File: src/rtl/jtag_dtm_pkg.sv
// Shared encodings for the JTAG debug transport: DMI ops, status codes,
// FSM states and DTMCS control-bit positions.
package jtag_dtm_pkg;

  localparam logic [1:0] OP_NOP   = 2'd0;
  localparam logic [1:0] OP_READ  = 2'd1;
  localparam logic [1:0] OP_WRITE = 2'd2;

  localparam logic [1:0] STAT_OK     = 2'd0;
  localparam logic [1:0] STAT_FAILED = 2'd2;
  localparam logic [1:0] STAT_BUSY   = 2'd3;

  typedef enum logic [1:0] {
    ST_IDLE = 2'd0,
    ST_REQ  = 2'd1,
    ST_RSP  = 2'd2
  } dtm_state_e;

  localparam int DTMCS_DMIRESET_BIT  = 16;
  localparam int DTMCS_HARDRESET_BIT = 17;

endpackage

File: src/rtl/jtag_dtm_dmi_if.sv
// DMI request/response bus between the DTM (master) and the debug module (slave).
interface jtag_dtm_dmi_if #(
  parameter int ABITS = 7
) ();

  logic             dmi_req_valid;
  logic             dmi_req_ready;
  logic [ABITS-1:0] dmi_req_addr;
  logic [31:0]      dmi_req_data;
  logic [1:0]       dmi_req_op;
  logic             dmi_rsp_valid;
  logic [31:0]      dmi_rsp_data;
  logic [1:0]       dmi_rsp_op;
  logic             dmi_hard_reset;

  modport master (
    output dmi_req_valid, dmi_req_addr, dmi_req_data, dmi_req_op, dmi_hard_reset,
    input  dmi_req_ready, dmi_rsp_valid, dmi_rsp_data, dmi_rsp_op
  );

  modport slave (
    input  dmi_req_valid, dmi_req_addr, dmi_req_data, dmi_req_op, dmi_hard_reset,
    output dmi_req_ready, dmi_rsp_valid, dmi_rsp_data, dmi_rsp_op
  );

endinterface

File: src/rtl/jtag_dtm_sr.sv
// JTAG data-register shift chain: parallel capture, LSB-first shift (tdi into MSB).
// One-edge capture/shift latency; holds its value when not selected.
module jtag_dtm_sr #(
  parameter int WIDTH = 32
) (
  input  logic             clk,
  input  logic             rst,
  input  logic             sel,
  input  logic             capture,
  input  logic             shift,
  input  logic             tdi,
  input  logic [WIDTH-1:0] cap_val,
  output logic [WIDTH-1:0] val
);

  logic [WIDTH-1:0] sr;

  always_ff @(posedge clk or posedge rst) begin
    if (rst) begin
      sr <= '0;
    end else if (sel && capture) begin
      sr <= cap_val;
    end else if (sel && shift) begin
      sr <= {tdi, sr[WIDTH-1:1]};
    end
  end

  assign val = sr;

endmodule

File: src/rtl/jtag_dtm_dmi.sv
// JTAG DTM: DTMCS/DMI chains driving a single-outstanding DMI request; request is
// valid one tck after the DMI update and waits on dmi_req_ready, response on dmi_rsp_valid.
module jtag_dtm_dmi
  import jtag_dtm_pkg::*;
#(
  parameter int         ABITS     = 7,
  parameter logic [2:0] IDLE_HINT = 3'd1,
  parameter logic [3:0] VERSION   = 4'd1
) (
  input  logic           jtag_tck,
  input  logic           jtag_trst_n,
  input  logic           tap_capture,
  input  logic           tap_shift,
  input  logic           tap_update,
  input  logic           tap_tdi,
  input  logic           sel_dtmcs,
  input  logic           sel_dmi,
  output logic           tap_tdo,
  jtag_dtm_dmi_if.master dmi
);

  localparam int DW = ABITS + 34;

  localparam logic [1:0] S_IDLE = ST_IDLE;
  localparam logic [1:0] S_REQ  = ST_REQ;
  localparam logic [1:0] S_RSP  = ST_RSP;

  logic [1:0]       state;
  logic [1:0]       dmistat;
  logic [ABITS-1:0] last_addr;
  logic [31:0]      rsp_data_reg;
  logic [ABITS-1:0] req_addr;
  logic [31:0]      req_data;
  logic [1:0]       req_op;
  logic             hard_reset;

  logic [31:0]      dtmcs_cap;
  logic [31:0]      dtmcs_val;
  logic [DW-1:0]    dmi_cap;
  logic [DW-1:0]    dmi_val;
  logic [1:0]       dmi_status;

  logic             dtmcs_upd;
  logic             dmi_upd;
  logic             dmi_cap_busy;
  logic [1:0]       upd_op;
  logic [31:0]      upd_data;
  logic [ABITS-1:0] upd_addr;
  logic             unused_dtmcs;

  // Sticky error wins; otherwise report busy while a request is outstanding.
  assign dmi_status = (dmistat != STAT_OK) ? dmistat :
                      (state != S_IDLE)    ? STAT_BUSY : STAT_OK;

  assign dtmcs_cap = {14'h0, 2'b00, 1'b0, IDLE_HINT, dmistat, 6'(ABITS), VERSION};
  assign dmi_cap   = {last_addr, rsp_data_reg, dmi_status};

  jtag_dtm_sr #(.WIDTH(32)) u_dtmcs_sr (
    .clk     (jtag_tck),
    .rst     (jtag_trst_n),
    .sel     (sel_dtmcs),
    .capture (tap_capture),
    .shift   (tap_shift),
    .tdi     (tap_tdi),
    .cap_val (dtmcs_cap),
    .val     (dtmcs_val)
  );

  jtag_dtm_sr #(.WIDTH(DW)) u_dmi_sr (
    .clk     (jtag_tck),
    .rst     (jtag_trst_n),
    .sel     (sel_dmi),
    .capture (tap_capture),
    .shift   (tap_shift),
    .tdi     (tap_tdi),
    .cap_val (dmi_cap),
    .val     (dmi_val)
  );

  assign tap_tdo = sel_dtmcs ? dtmcs_val[0] :
                   sel_dmi   ? dmi_val[0]   : tap_tdi;

  assign dtmcs_upd    = tap_update & sel_dtmcs;
  assign dmi_upd      = tap_update & sel_dmi;
  assign dmi_cap_busy = tap_capture & sel_dmi & (state != S_IDLE);
  assign upd_op       = dmi_val[1:0];
  assign upd_data     = dmi_val[33:2];
  assign upd_addr     = dmi_val[DW-1:34];
  assign unused_dtmcs = ^{dtmcs_val[31:18], dtmcs_val[15:1]};

  always_ff @(posedge jtag_tck or posedge jtag_trst_n) begin
    if (jtag_trst_n) begin
      state        <= S_IDLE;
      dmistat      <= STAT_OK;
      last_addr    <= '0;
      rsp_data_reg <= '0;
      req_addr     <= '0;
      req_data     <= '0;
      req_op       <= OP_NOP;
      hard_reset   <= 1'b0;
    end else begin
      hard_reset <= 1'b0;
      if (dtmcs_upd && dtmcs_val[DTMCS_HARDRESET_BIT]) begin
        hard_reset <= 1'b1;
        dmistat    <= STAT_OK;
        state      <= S_IDLE;
      end else begin
        if (dtmcs_upd && dtmcs_val[DTMCS_DMIRESET_BIT]) begin
          dmistat <= STAT_OK;
        end
        case (state)
          S_IDLE: begin
            if (dmi_upd && dmistat == STAT_OK &&
                (upd_op == OP_READ || upd_op == OP_WRITE)) begin
              req_addr  <= upd_addr;
              req_data  <= upd_data;
              req_op    <= upd_op;
              last_addr <= upd_addr;
              state     <= S_REQ;
            end
          end
          S_REQ: begin
            if (dmi.dmi_req_ready) begin
              state <= S_RSP;
            end
          end
          S_RSP: begin
            if (dmi.dmi_rsp_valid) begin
              rsp_data_reg <= dmi.dmi_rsp_data;
              state        <= S_IDLE;
              if (dmi.dmi_rsp_op == STAT_FAILED) begin
                dmistat <= STAT_FAILED;
              end else if (dmi.dmi_rsp_op == STAT_BUSY) begin
                dmistat <= STAT_BUSY;
              end
            end
          end
          default: state <= S_IDLE;
        endcase
        // Touching the DMI chain mid-transaction means the host is polling too fast.
        if ((dmi_upd || dmi_cap_busy) && state != S_IDLE) begin
          dmistat <= STAT_BUSY;
        end
      end
    end
  end

  assign dmi.dmi_req_valid  = (state == S_REQ);
  assign dmi.dmi_req_addr   = req_addr;
  assign dmi.dmi_req_data   = req_data;
  assign dmi.dmi_req_op     = req_op;
  assign dmi.dmi_hard_reset = hard_reset;

endmodule

File: src/flat_wrapper.sv
// flat-port wrapper written by rule: the top's interface ports become plain ports
module jtag_dtm_dmi_flat import jtag_dtm_pkg::*;
#(
  parameter int         ABITS     = 7,
  parameter logic [2:0] IDLE_HINT = 3'd1,
  parameter logic [3:0] VERSION   = 4'd1
)
  (jtag_tck, jtag_trst_n, tap_capture, tap_shift, tap_update, tap_tdi, sel_dtmcs, sel_dmi, tap_tdo, dmi_dmi_req_valid, dmi_dmi_req_addr, dmi_dmi_req_data, dmi_dmi_req_op, dmi_dmi_hard_reset, dmi_dmi_req_ready, dmi_dmi_rsp_valid, dmi_dmi_rsp_data, dmi_dmi_rsp_op);
  jtag_dtm_dmi_if #(.ABITS(ABITS)) dmi_i ();
  input  logic jtag_tck;
  input  logic jtag_trst_n;
  input  logic tap_capture;
  input  logic tap_shift;
  input  logic tap_update;
  input  logic tap_tdi;
  input  logic sel_dtmcs;
  input  logic sel_dmi;
  output logic tap_tdo;
  output wire logic [$bits(dmi_i.dmi_req_valid)-1:0] dmi_dmi_req_valid;
  output wire logic [$bits(dmi_i.dmi_req_addr)-1:0] dmi_dmi_req_addr;
  output wire logic [$bits(dmi_i.dmi_req_data)-1:0] dmi_dmi_req_data;
  output wire logic [$bits(dmi_i.dmi_req_op)-1:0] dmi_dmi_req_op;
  output wire logic [$bits(dmi_i.dmi_hard_reset)-1:0] dmi_dmi_hard_reset;
  input wire logic [$bits(dmi_i.dmi_req_ready)-1:0] dmi_dmi_req_ready;
  input wire logic [$bits(dmi_i.dmi_rsp_valid)-1:0] dmi_dmi_rsp_valid;
  input wire logic [$bits(dmi_i.dmi_rsp_data)-1:0] dmi_dmi_rsp_data;
  input wire logic [$bits(dmi_i.dmi_rsp_op)-1:0] dmi_dmi_rsp_op;
  assign dmi_dmi_req_valid = dmi_i.dmi_req_valid;
  assign dmi_dmi_req_addr = dmi_i.dmi_req_addr;
  assign dmi_dmi_req_data = dmi_i.dmi_req_data;
  assign dmi_dmi_req_op = dmi_i.dmi_req_op;
  assign dmi_dmi_hard_reset = dmi_i.dmi_hard_reset;
  assign dmi_i.dmi_req_ready = dmi_dmi_req_ready;
  assign dmi_i.dmi_rsp_valid = dmi_dmi_rsp_valid;
  assign dmi_i.dmi_rsp_data = dmi_dmi_rsp_data;
  assign dmi_i.dmi_rsp_op = dmi_dmi_rsp_op;
  jtag_dtm_dmi #(.ABITS(ABITS), .IDLE_HINT(IDLE_HINT), .VERSION(VERSION)) u_core (.jtag_tck(jtag_tck), .jtag_trst_n(jtag_trst_n), .tap_capture(tap_capture), .tap_shift(tap_shift), .tap_update(tap_update), .tap_tdi(tap_tdi), .sel_dtmcs(sel_dtmcs), .sel_dmi(sel_dmi), .tap_tdo(tap_tdo), .dmi(dmi_i));
endmodule
File: config.mk
export PLATFORM = sky130hd
export DESIGN_NAME = jtag_dtm_dmi_flat
export DESIGN_NICKNAME = d
export VERILOG_FILES = /design/src/rtl/jtag_dtm_pkg.sv /design/src/rtl/jtag_dtm_dmi_if.sv /design/src/rtl/jtag_dtm_sr.sv /design/src/rtl/jtag_dtm_dmi.sv /design/src/flat_wrapper.sv
export SDC_FILE = /design/constraint.sdc
export NUM_CORES = 1
export LEC_CHECK = 0
export CORE_MARGIN = 2
export CORE_UTILIZATION = 45
export DETAILED_ROUTE_END_ITERATION = 10
export PLACE_DENSITY_LB_ADDON = 0.08
export SLEW_MARGIN = 15
export SYNTH_ARGS = -nofsm -noshare
export SYNTH_HDL_FRONTEND = slang
export SYNTH_SLANG_ARGS = --single-unit
File: constraint.sdc
create_clock -name jtag_tck -period 15.4 [get_ports jtag_tck]
set_clock_uncertainty 0.1 [all_clocks]
set_input_delay 2.31 -clock jtag_tck [delete_from_list [all_inputs] [get_ports jtag_tck]]
set_output_delay 2.31 -clock jtag_tck [all_outputs]
set_load 0.02 [all_outputs]
# After elaboration in Yosys (flattened, before gate mapping)
# Index checks and enable logic that the tools add are counted.
# totals
ff_bits	151
output_inout_bits	44
elab_cells	64
# op_classes
eq_ne	9
mux	21
bitwise_logic	5
reduce_logical	20
# op_table
cell	count
41-bit 2-to-1 mux	2
32-bit 2-to-1 mux	2
2-bit 2-to-1 mux	13
1-bit logical AND	9
3-bit AND reduction	3
2-bit equality test (second input constant)	4
2-bit nonzero test	4
3-bit by 1-bit != test with 1-bit output (second input constant)	2
2-bit case mux with 3 select lines	1
1-bit bitwise AND	4
2-bit by 1-bit equality test with 1-bit output (second input constant)	2
2-bit zero test	2
1-bit 2-to-1 mux	3
3-bit by 2-bit != test with 1-bit output (second input constant)	1
1-bit logical OR	2
1-bit inverter	1

# Longest topological paths before layout
# depth
ltp_word	9
depth_mapped	6

# Cells and area by module
# Synthesis repeated with hierarchy kept, for this count alone.
# hier_totals
hier_cells	530
hier_area_um2	6376.1
# modules_own_cells
module	instances	cells_per_inst	area_each_um2	seq_area_each_um2
jtag_dtm_dmi	1	190	3075.4	1951.9
jtag_dtm_sr at u_core.u_dmi_sr	1	190	1833.0	1026.0
jtag_dtm_sr at u_core.u_dtmcs_sr	1	150	1467.7	800.8

# Least setup slack after synthesis
# OpenSTA, ideal clock, no wires.
# synth_timing
path_kind	input -> output
start	input sel_dmi
end	output tap_tdo
t_arrival_ns	3.181
slack_ns	9.809
stages	3
n_path_buf	1
cell_sequence	clkbuf_1 mux2i_1 o21ai_0
# synth_between
elab_chain_cells	2
# synth_rtl
element	line_no	rtl
start: declaration	flat_wrapper.sv:17	input logic sel_dmi;
1-bit 2-to-1 mux	jtag_dtm_dmi.sv:81	sel_dmi ? dmi_val[0] : tap_tdi;
1-bit 2-to-1 mux	jtag_dtm_dmi.sv:80	assign tap_tdo = sel_dtmcs ? dtmcs_val[0] :
end: declaration	flat_wrapper.sv:18	output logic tap_tdo;
# No other way between the ends.

# Final worst setup path
# Same ends and word-level chain as after synthesis.

==> Flow_metrics.wiki <==
{| class="wikitable"
! Metric !! Value
|-
| Pin count of the biggest net entering global routing || 91
|-
| Setup Slack @ Placement || 9190 ps
|-
| Final setup margin || 9180 ps
|-
| RSZ-0062 raised after global routing || false
|-
| Full die area || 15100 um2
|-
| CTS resizes || 0
|-
| Total Power || 0.00143 W
|-
| Number of buffers inserted by post-CTS setup repair || 0
|-
| DP HPWL || 8.47 mm
|-
| Number of nets produced by synthesis || 540
|-
| Number of rows created at floorplan || 43
|-
| Worst setup path category || primary input to primary output
|-
| Post-synthesis instance area || 6380 um2
|-
| Max clock buf depth || 2
|-
| Height of the chip || 123 um
|-
| Largest fanout on the critical path || 47
|-
| Tot GR Track Use || 19.3%
|-
| Hold Path Cell Cnt || 2
|-
| Net total in the final layout || 616
|-
| Antenna Diode Count || 0
|-
| Most common cell after layout, fill and taps aside || sky130_fd_sc_hd__dfrtp_1
|-
| Wire length of the first global-routing pass || 22.2 mm
|-
| # setup viols final || 0
|-
| Result of the run || finished clean
|-
| Fraction of the core area covered by cells at the end of the flow || 56.7%
|-
| Floorplan core area || 13900 um2
|-
| Time the worst path needs with I/O delays and setup || 6220 ps
|-
| Max FFs per register || 41
|-
| Die width || 123 um
|-
| Drt via density || 5.42
|-
| Root buffer cell || sky130_fd_sc_hd__clkbuf_16
|-
| Routed wire per std cell || 17.6 um
|-
| Number of port buffers || 87
|-
| Capturing point of the worst reg2reg path || u_core.dmi.dmi_req_data[12]$_DFFE_PP0P_
|-
| FF-to-FF path depth || 4
|-
| Share of final-layout standard cells stronger than drive strength 1 || 20.1%
|-
| Max rail drop VDD || 0.0000770 V
|-
| Hold path startpoint || u_core.u_dtmcs_sr.val[26]$_DFFE_PP0P_
|-
| CP Launch Type || primary input
|-
| Number of maximum-capacitance constraint violations || 0
|-
| Hold Violations, Final || 0
|-
| Area growth from synthesis to layout || 23.3%
|-
| Tightest Pin Transition || 935 ps
|-
| Seq/Total Area, Yosys || 59.2%
|-
| Netlist cell types || 33
|-
| Number of nets with antenna violations after routing || 0
|-
| CTS tree || done
|-
| TritonCTS buffer count || 17
|-
| Via count of the first global-routing pass || 4207
|-
| # DRC || 0
|-
| Routed wire length || 13.4 mm
|-
| Detailed-routing iteration count for the pre-antenna-repair pass || 5
|-
| Count of yosys warnings during synthesis || 0
|-
| Startpoint of the lowest-slack register-to-register path || u_core.u_dmi_sr.val[0]$_DFFE_PP0P_
|-
| Hold Crit Class || register to register
|-
| Antenna violations before repair || 0
|-
| Reg-to-reg slack, setup || 13220 ps
|-
| CTS clk-pin slew, worst paths || 50 ps
|-
| Initial standard-cell utilization of the core || 46.0%
|-
| Hold slack || 382 ps
|-
| Number of register bits inferred by synthesis || 151
|-
| Worst EP arrival || 3810 ps
|-
| Filler cells || 1162
|-
| Leakage power of the design || 3.63 nW
|-
| Total number of vias || 4133
|-
| Hold-fix buffers at CTS || 0
|-
| Data required time of the critical path || 12990 ps
|-
| Type of destination of the critical path || primary output
|-
| Cells after Synth || 496
|-
| Max-slew headroom || 37.6%
|-
| Worst Hold Path EP || u_core.u_dtmcs_sr.val[26]$_DFFE_PP0P_
|-
| Average cell area after synthesis || 12.9 um2
|-
| Count of final max-slew check failures || 0
|-
| Fin Setup TNS || 0 ps
|-
| Ratio of total power to cell area || 181 nW/um2
|-
| Congestion Overflow GR || 0
|-
| Top Ports || 88
|-
| GP Congestion || 0.733
|-
| Post-route clock period utilization || 40.4%
|-
| CTS H-Tree Depth || 4
|-
| Number of sinks driven by the clock tree || 151
|-
| Clk Latency, worst-skew pair || 410 ps
|-
| Highest achievable clock rate || 161 MHz
|-
| Commonest cells after routing, fill and taps aside || sky130_fd_sc_hd__dfrtp_1, sky130_fd_sc_hd__clkdlybuf4s50_1, sky130_fd_sc_hd__nand2_1
|-
| Initial detailed-routing violation count || 274
|}
## critical path, stage by stage
cell and delay (ps):
sky130_fd_sc_hd__buf_2 70, sky130_fd_sc_hd__buf_4 450, sky130_fd_sc_hd__mux2i_1 150, sky130_fd_sc_hd__o21ai_0 190, sky130_fd_sc_hd__clkdlybuf4s50_1 640
## layout make-up
cell class,instances,area [um2],area share [%]
multi-input cells,301,2370,30.1
clock inverters,3,15.0,0.191
repair buffers,95,921,11.7
well taps,180,225,2.86
inverters,6,27.5,0.350
flip-flops and latches,151,3780,48.0
clock buffers,26,529,6.73
## kinds of logic after synthesis
| family | count (synthesis) | share of synthesized area [%] |
|---|---|---|
| compound gates | 135 | 14.7 |
| buf+inv | 44 | 3.71 |
| mux | 74 | 15.8 |
| xor+xnor | 1 | 0.137 |
| simple gates | 91 | 6.41 |
| flops | 151 | 59.2 |
## synthesized netlist by cell type
cell type                    n  area [um2]
sky130_fd_sc_hd__o21ai_2     1        8.76
sky130_fd_sc_hd__nor2b_1     5        31.3
sky130_fd_sc_hd__buf_4       1        7.51
sky130_fd_sc_hd__and2b_4     1        10.0
sky130_fd_sc_hd__nand4_1     1        6.26
sky130_fd_sc_hd__a32o_1      2        20.0
sky130_fd_sc_hd__mux2_4     48         721
sky130_fd_sc_hd__o22ai_1    26         163
sky130_fd_sc_hd__o221ai_1    1        8.76
sky130_fd_sc_hd__buf_6       8        90.1
sky130_fd_sc_hd__xor2_1      1        8.76
sky130_fd_sc_hd__mux2_2     24         270
sky130_fd_sc_hd__nand3b_1    2        15.0
sky130_fd_sc_hd__nand3_1     3        15.0
sky130_fd_sc_hd__nand4b_1    1        8.76
sky130_fd_sc_hd__nand4_4     1        21.3
sky130_fd_sc_hd__a31oi_1     3        18.8
sky130_fd_sc_hd__a22oi_1     1        7.51
sky130_fd_sc_hd__o21ai_0    33         165
sky130_fd_sc_hd__a22o_1     54         473
sky130_fd_sc_hd__and4bb_2    1        12.5
sky130_fd_sc_hd__clkbuf_1   20        75.1
sky130_fd_sc_hd__buf_2       6        30.0
sky130_fd_sc_hd__mux2i_1     2        20.0
sky130_fd_sc_hd__buf_1       3        11.3
sky130_fd_sc_hd__nor2_1      7        26.3
sky130_fd_sc_hd__dfrtp_1   151        3780
sky130_fd_sc_hd__nand2_1    67         251
sky130_fd_sc_hd__a21oi_1    13        65.1
sky130_fd_sc_hd__nor3_1      1        5.00
sky130_fd_sc_hd__inv_1       6        22.5
sky130_fd_sc_hd__and3_1      1        6.26
sky130_fd_sc_hd__o21ai_1     1        5.00
## worst max-delay path by stage
stage	startpoint	endpoint	slack [ps]	cells past startpoint
finish	sel_dmi	tap_tdo	9180	5
global placement	sel_dmi	tap_tdo	9210	5
floorplan	jtag_trst_n	u_core.dmi.dmi_hard_reset$_DFF_PP0_	8930	1
CTS	sel_dmi	tap_tdo	9170	5
detailed placement	sel_dmi	tap_tdo	9190	5
global route	sel_dmi	tap_tdo	9030	5
## power breakdown
group / switching, W / leakage (nW) / internal, W / total, W
Sequential: 0.000100 / 1.95 / 0.000534 / 0.000635
Clock: 0.000148 / 0.274 / 0.000233 / 0.000381
Combinational: 0.000160 / 1.40 / 0.000252 / 0.000412
## layer usage
layer	wire length (um)	up-vias	global-route usage, %
met5	0	-	0
met4	136	0	5.89
met3	478	11	4.66
met2	6460	84	30.1
met1	6350	2090	26.8
li1	-	1948	-
## metrics by stage
stage / area [um2] / std cells
3_5_place_dp: 7320 / 733
5_1_grt: 7870 / 762
4_1_cts: 7870 / 762
2_1_floorplan: 6380 / 496
3_3_place_gp: 7320 / 733
6_report: 7870 / 762
Note: power is estimated with default switching activity, not from simulation.
==> edit 1, RTL diff (config.mk and constraints unchanged) <==
`ABITS` is set to 7 in 3 places; all go to 14.
--- a/src/rtl/jtag_dtm_dmi_if.sv
+++ b/src/rtl/jtag_dtm_dmi_if.sv
@@ -1,6 +1,6 @@
 // DMI request/response bus between the DTM (master) and the debug module (slave).
 interface jtag_dtm_dmi_if #(
-  parameter int ABITS = 7
+  parameter int ABITS = 14
 ) ();
 
   logic             dmi_req_valid;
--- a/src/rtl/jtag_dtm_dmi.sv
+++ b/src/rtl/jtag_dtm_dmi.sv
@@ -3,7 +3,7 @@
 module jtag_dtm_dmi
   import jtag_dtm_pkg::*;
 #(
-  parameter int         ABITS     = 7,
+  parameter int         ABITS     = 14,
   parameter logic [2:0] IDLE_HINT = 3'd1,
   parameter logic [3:0] VERSION   = 4'd1
 ) (
--- a/src/flat_wrapper.sv
+++ b/src/flat_wrapper.sv
@@ -1,7 +1,7 @@
 // flat-port wrapper written by rule: the top's interface ports become plain ports
 module jtag_dtm_dmi_flat import jtag_dtm_pkg::*;
 #(
-  parameter int         ABITS     = 7,
+  parameter int         ABITS     = 14,
   parameter logic [2:0] IDLE_HINT = 3'd1,
   parameter logic [3:0] VERSION   = 4'd1
 )
Ports: changed (resized dmi_dmi_req_addr); port bits go from 88 to 95. No check against the original RTL was run, so the function may have changed too.
==> edit 1 against the unedited design <==
- global-route usage down 0.20 points
- routed wire length up 8.5%
- clock power increased by 12%
- via count grew 10%
- power grew 9.7%
- sequential cell count up 14
- setup slack lost 69 ps
- fmax decreased by 1.1%
- critical endpoint unchanged
- cell area rose by 7.1%
- combinational power up 7.0%
- critical path depth is the same
- synthesized area is 6.3% higher
==> edit 1: results (changes against the unedited design) <==
* N_diodes at 0 (unchanged)
* Number of stages on the worst hold path at 2 (unchanged)
* Final RePlAce weighted congestion at 0.721 (-1.7%)
* Fraction of layout instances using a drive strength above 1 at 0.169 (-0.0317)
* FF-to-FF setup slack at 13,320 ps (+100 ps)
* Relative max-transition margin at 0.315 (-0.0613)
* Initial antenna violation count at 0 (unchanged)
* DR iter-0 viols at 326 (+19%)
* P per Cell Area at 186 nW/um^2 (+2.4%)
* Share of the yosys chip area belonging to registers at 0.609 (+0.0166)
* Post-synth top cells: sky130_fd_sc_hd__dfrtp_1 (165), sky130_fd_sc_hd__a22o_1 (65), sky130_fd_sc_hd__nand2_1 (65)
* Total global-route track usage at 0.190 (-0.00205)
* R2R cell count at 3 (-1)
* Power in the clock group at 0.428 mW (+12%)
* Nets in the synthesized netlist at 578 (+7.0%)
* Pin count of the biggest net entering global routing at 89 (-2.2%)
* Largest register FFs at 48 (+17%)
* Standby leakage power at 3.83 nW (+5.7%)
* Total of buffers placed on input and output ports at 94 (+8.0%)
* Count of cell types in the netlist at 32 (-3.0%)
* Total via count after detailed routing at 4,563 (+10%)
* Cell at the root of the clock tree: sky130_fd_sc_hd__clkbuf_16
* HPWL after detailed placement at 8550 microns (+0.92%)
* Reg-to-reg endpoint: u_core.rsp_data_reg[10]
* First-pass detailed-route iteration total at 4 (-1)
* Critical R2R Launch: u_core.state[1]
* Final nets at 658 (+6.8%)
* Total Routed Length at 14,600 microns (+8.5%)
* Run status: complete, no violations
* Total placed instance area at 7830 sq um (+6.9%)
* YS warnings at 0 (unchanged)
* First-pass GRT wire length at 24,100 microns (+8.6%)
* Net switching power at 0.451 mW (+11%)
* Worst min-delay path endpoint: u_core.u_dtmcs_sr.val[26]
* Area contributors post-synth: sky130_fd_sc_hd__dfrtp_1 (61%), sky130_fd_sc_hd__a22o_1 (8.4%), sky130_fd_sc_hd__mux2_2 (7.3%)
* Peak ir drop on the vdd network at 0.123 mV (+60%)
* Largest driver fanout on the critical path at 54 (+15%)
* Portion of total power attributed to combinational logic at 0.282 (-0.007)
==> edit 1: worst max path at each step <==
stage | endpoint | startpoint | slack, ps | cells past startpoint
floorplan | u_core.dmi.dmi_hard_reset | jtag_trst_n | 8530 | 1
global placement | tap_tdo | sel_dmi | 9130 | 5
detailed placement | tap_tdo | sel_dmi | 9140 | 5
CTS | tap_tdo | sel_dmi | 9110 | 5
global route | tap_tdo | sel_dmi | 8970 | 5
finish | tap_tdo | sel_dmi | 9110 | 5
==> edit 1: per-stage QoR <==
stage / utilization / std cells / hold WS [ps] / setup WS (ps)
4_1_cts: 0.575 / 810 / 383 / 9110
3_3_place_gp: 0.534 / 779 / 363 / 9130
6_report: 0.576 / 810 / 379 / 9110
5_1_grt: 0.576 / 810 / 398 / 8970
2_1_floorplan: - / 534 / 350 / 8530
3_5_place_dp: 0.534 / 779 / 370 / 9140
==> edit 1: cell families after synthesis <==
family	count (synthesis)	synth area share
AOI/OAI and AO/OA	152	0.157
xor gates and xnor gates	1	0.00129
buffers and inverters	47	0.0323
DFF	165	0.609
muxes	81	0.145
and+or+nand+nor	88	0.0554
==> edit 1: metal layers <==
layer  track usage  part of all wire  vias to the layer above
met5             0                 0                        -
met4        0.0724            0.0069                        0
met3        0.0477             0.050                        7
met2         0.287              0.48                      120
met1         0.268              0.47                     2326
li1              -                 -                     2110
==> edit 1: cell type report <==
type,count,area [sq um]
fill,1224,6210
sequential,165,4130
multi-input combinational,322,2440
timing repair buffer,103,1000
clock buffer,29,541
tap,184,230
clock inverter,2,60.1
inverter,5,23.8
==> edit 1: worst max-delay path, delay by kind of cell <==
kind / cells / cell delay [ps]
buffers and inverters: 3 / 1220
multiplexers: 1 / 140
AO/OA/AOI/OAI: 1 / 170
==> edit 2, RTL diff (same flow settings) <==
Without the edit above. Reset style: synchronous (`jtag_trst_n` and `rst`), changed in 2 clocked blocks.
--- a/src/rtl/jtag_dtm_sr.sv
+++ b/src/rtl/jtag_dtm_sr.sv
@@ -15,7 +15,7 @@
 
   logic [WIDTH-1:0] sr;
 
-  always_ff @(posedge clk or posedge rst) begin
+  always_ff @(posedge clk) begin
     if (rst) begin
       sr <= '0;
     end else if (sel && capture) begin
--- a/src/rtl/jtag_dtm_dmi.sv
+++ b/src/rtl/jtag_dtm_dmi.sv
@@ -88,7 +88,7 @@
   assign upd_addr     = dmi_val[DW-1:34];
   assign unused_dtmcs = ^{dtmcs_val[31:18], dtmcs_val[15:1]};
 
-  always_ff @(posedge jtag_tck or posedge jtag_trst_n) begin
+  always_ff @(posedge jtag_tck) begin
     if (jtag_trst_n) begin
       state        <= S_IDLE;
       dmistat      <= STAT_OK;
Check against the original RTL: differs if jtag_trst_n is asserted again (counterexample within 4 cycles, from zero or initial values and one cycle with jtag_trst_n high); with jtag_trst_n held inactive, the same outputs for 10 cycles.
==> edit 2 against the unedited design <==
- synthesized area increased by 6.2%
- setup slack got worse by 220 ps
- cell area increased by 2.7%
- critical endpoint unchanged
- routed wire length increased by 29%
- critical path depth decreased by 1
- cell count increased by 34%
- critical path type unchanged
- first-iteration DRC count increased by 98%
- fmax decreased by 3.5%
- sequential cell count unchanged
- non-clock buffer count increased by 1
- largest cell class is now multi-input combinational cells
Power is not compared: it rests on default switching activity, and its combinational part moved more than twofold at a synthesized area within 25%.
==> edit 2: results (changes against the unedited design) <==
* Post-placement setup slack at 8970 ps (-220 ps)
* Count of cell types in the netlist at 39 (+18%)
* HPWL after detailed placement at 10,100 microns (+19%)
* Detail Route met2 WL at 7870 microns (+22%)
* Total placed instance area at 7520 sq um (+2.6%)
* Post-synth top cells: sky130_fd_sc_hd__dfxtp_1 (151), sky130_fd_sc_hd__a21oi_1 (98), sky130_fd_sc_hd__nor2_1 (90)
* FF-to-FF setup slack at 13,250 ps (+30 ps)
* Met3 wire len at 801 microns (+68%)
* Proportion of synthesized area in mux cells at 0.00148 (-0.157)
* Synth async-reset ratio at 0 (-1.00)
* Number of global-route vias before repair at 5,543 (+32%)
* Pin count of the biggest net entering global routing at 97 (+6.6%)
* Fraction of layout instances using a drive strength above 1 at 0.103 (-0.0982)
* Slew at the pin closest to its max-slew limit at 1030 ps (+99.3 ps)
* Post-synthesis xor/xnor area fraction at 0.00369 (+0.00232)
* Total via count after detailed routing at 5,924 (+43%)
* Avg Inst Size Synth at 8.45 sq um (-34%)
* DR iter-0 viols at 543 (+98%)
* Final RePlAce weighted congestion at 0.795 (+8.4%)
* Compound-cell area share of the yosys netlist at 0.299 (+0.152)
* Worst Hold Margin at 350 ps (-31.4 ps)
* First-pass GRT wire length at 28,200 microns (+27%)
* Average wire per cell in the routed design at 16.9 microns (-3.9%)
* R2R cell count at 3 (-1)
* Worst min-delay path endpoint: u_core.u_dtmcs_sr.val[22]
* Run status: complete, no violations
* Total global-route track usage at 0.218 (+0.0251)
* Worst endpoint data arrival time at 4040 ps (+230 ps)
-- edit 2: cell types whose count changed in the layout (fill, tap and decap cells not counted), moves of 40 or more --
cell / change
sky130_fd_sc_hd__dfxtp_1: +151
sky130_fd_sc_hd__mux2_4: -48
sky130_fd_sc_hd__a211oi_1: +41
sky130_fd_sc_hd__nand4_1: +40
sky130_fd_sc_hd__a21oi_1: +85
sky130_fd_sc_hd__dfrtp_1: -151
sky130_fd_sc_hd__nor2_1: +83
-- edit 2: worst max-delay path by stage --
stage / slack [ps] / startpoint / to / cells after the start
final: 8950 / sel_dmi / tap_tdo / 4
after global routing: 8860 / sel_dmi / tap_tdo / 4
after CTS: 8960 / sel_dmi / tap_tdo / 4
after detailed placement: 8970 / sel_dmi / tap_tdo / 4
after global placement: 8960 / sel_dmi / tap_tdo / 4
after floorplan: 9950 / sel_dmi / tap_tdo / 3
-- edit 2: area by class of cell --
class                      count  area [sq um]
multi-input combinational    515          3190
fill                        1362          6570
tap                          184           230
inverter                      44           165
clock inverter                 4          20.0
timing repair buffer          96           950
clock buffer                  26           499
sequential                   151          3020
-- edit 2: worst min-delay path: cells and delay by family (launching register included) --
family          cells  cell delay, ps
flops               1             300
compound gates      1              50
simple gates        1              50
-- edit 2: where the power goes --
group	internal, mW	total, mW	switching (mW)
sequential	0.402	0.412	0.00989
combinational	0.0348	0.0923	0.0575
clock	0.220	0.372	0.152
total	0.657	0.877	0.220
-- edit 2: metal layers --
| metal | GRT usage | vias to the layer above |
|---|---|---|
| met5 | 0 | - |
| li1 | - | 2906 |
| met1 | 0.294 | 2827 |
| met3 | 0.0388 | 28 |
| met2 | 0.343 | 163 |
| met4 | 0.0950 | 0 |
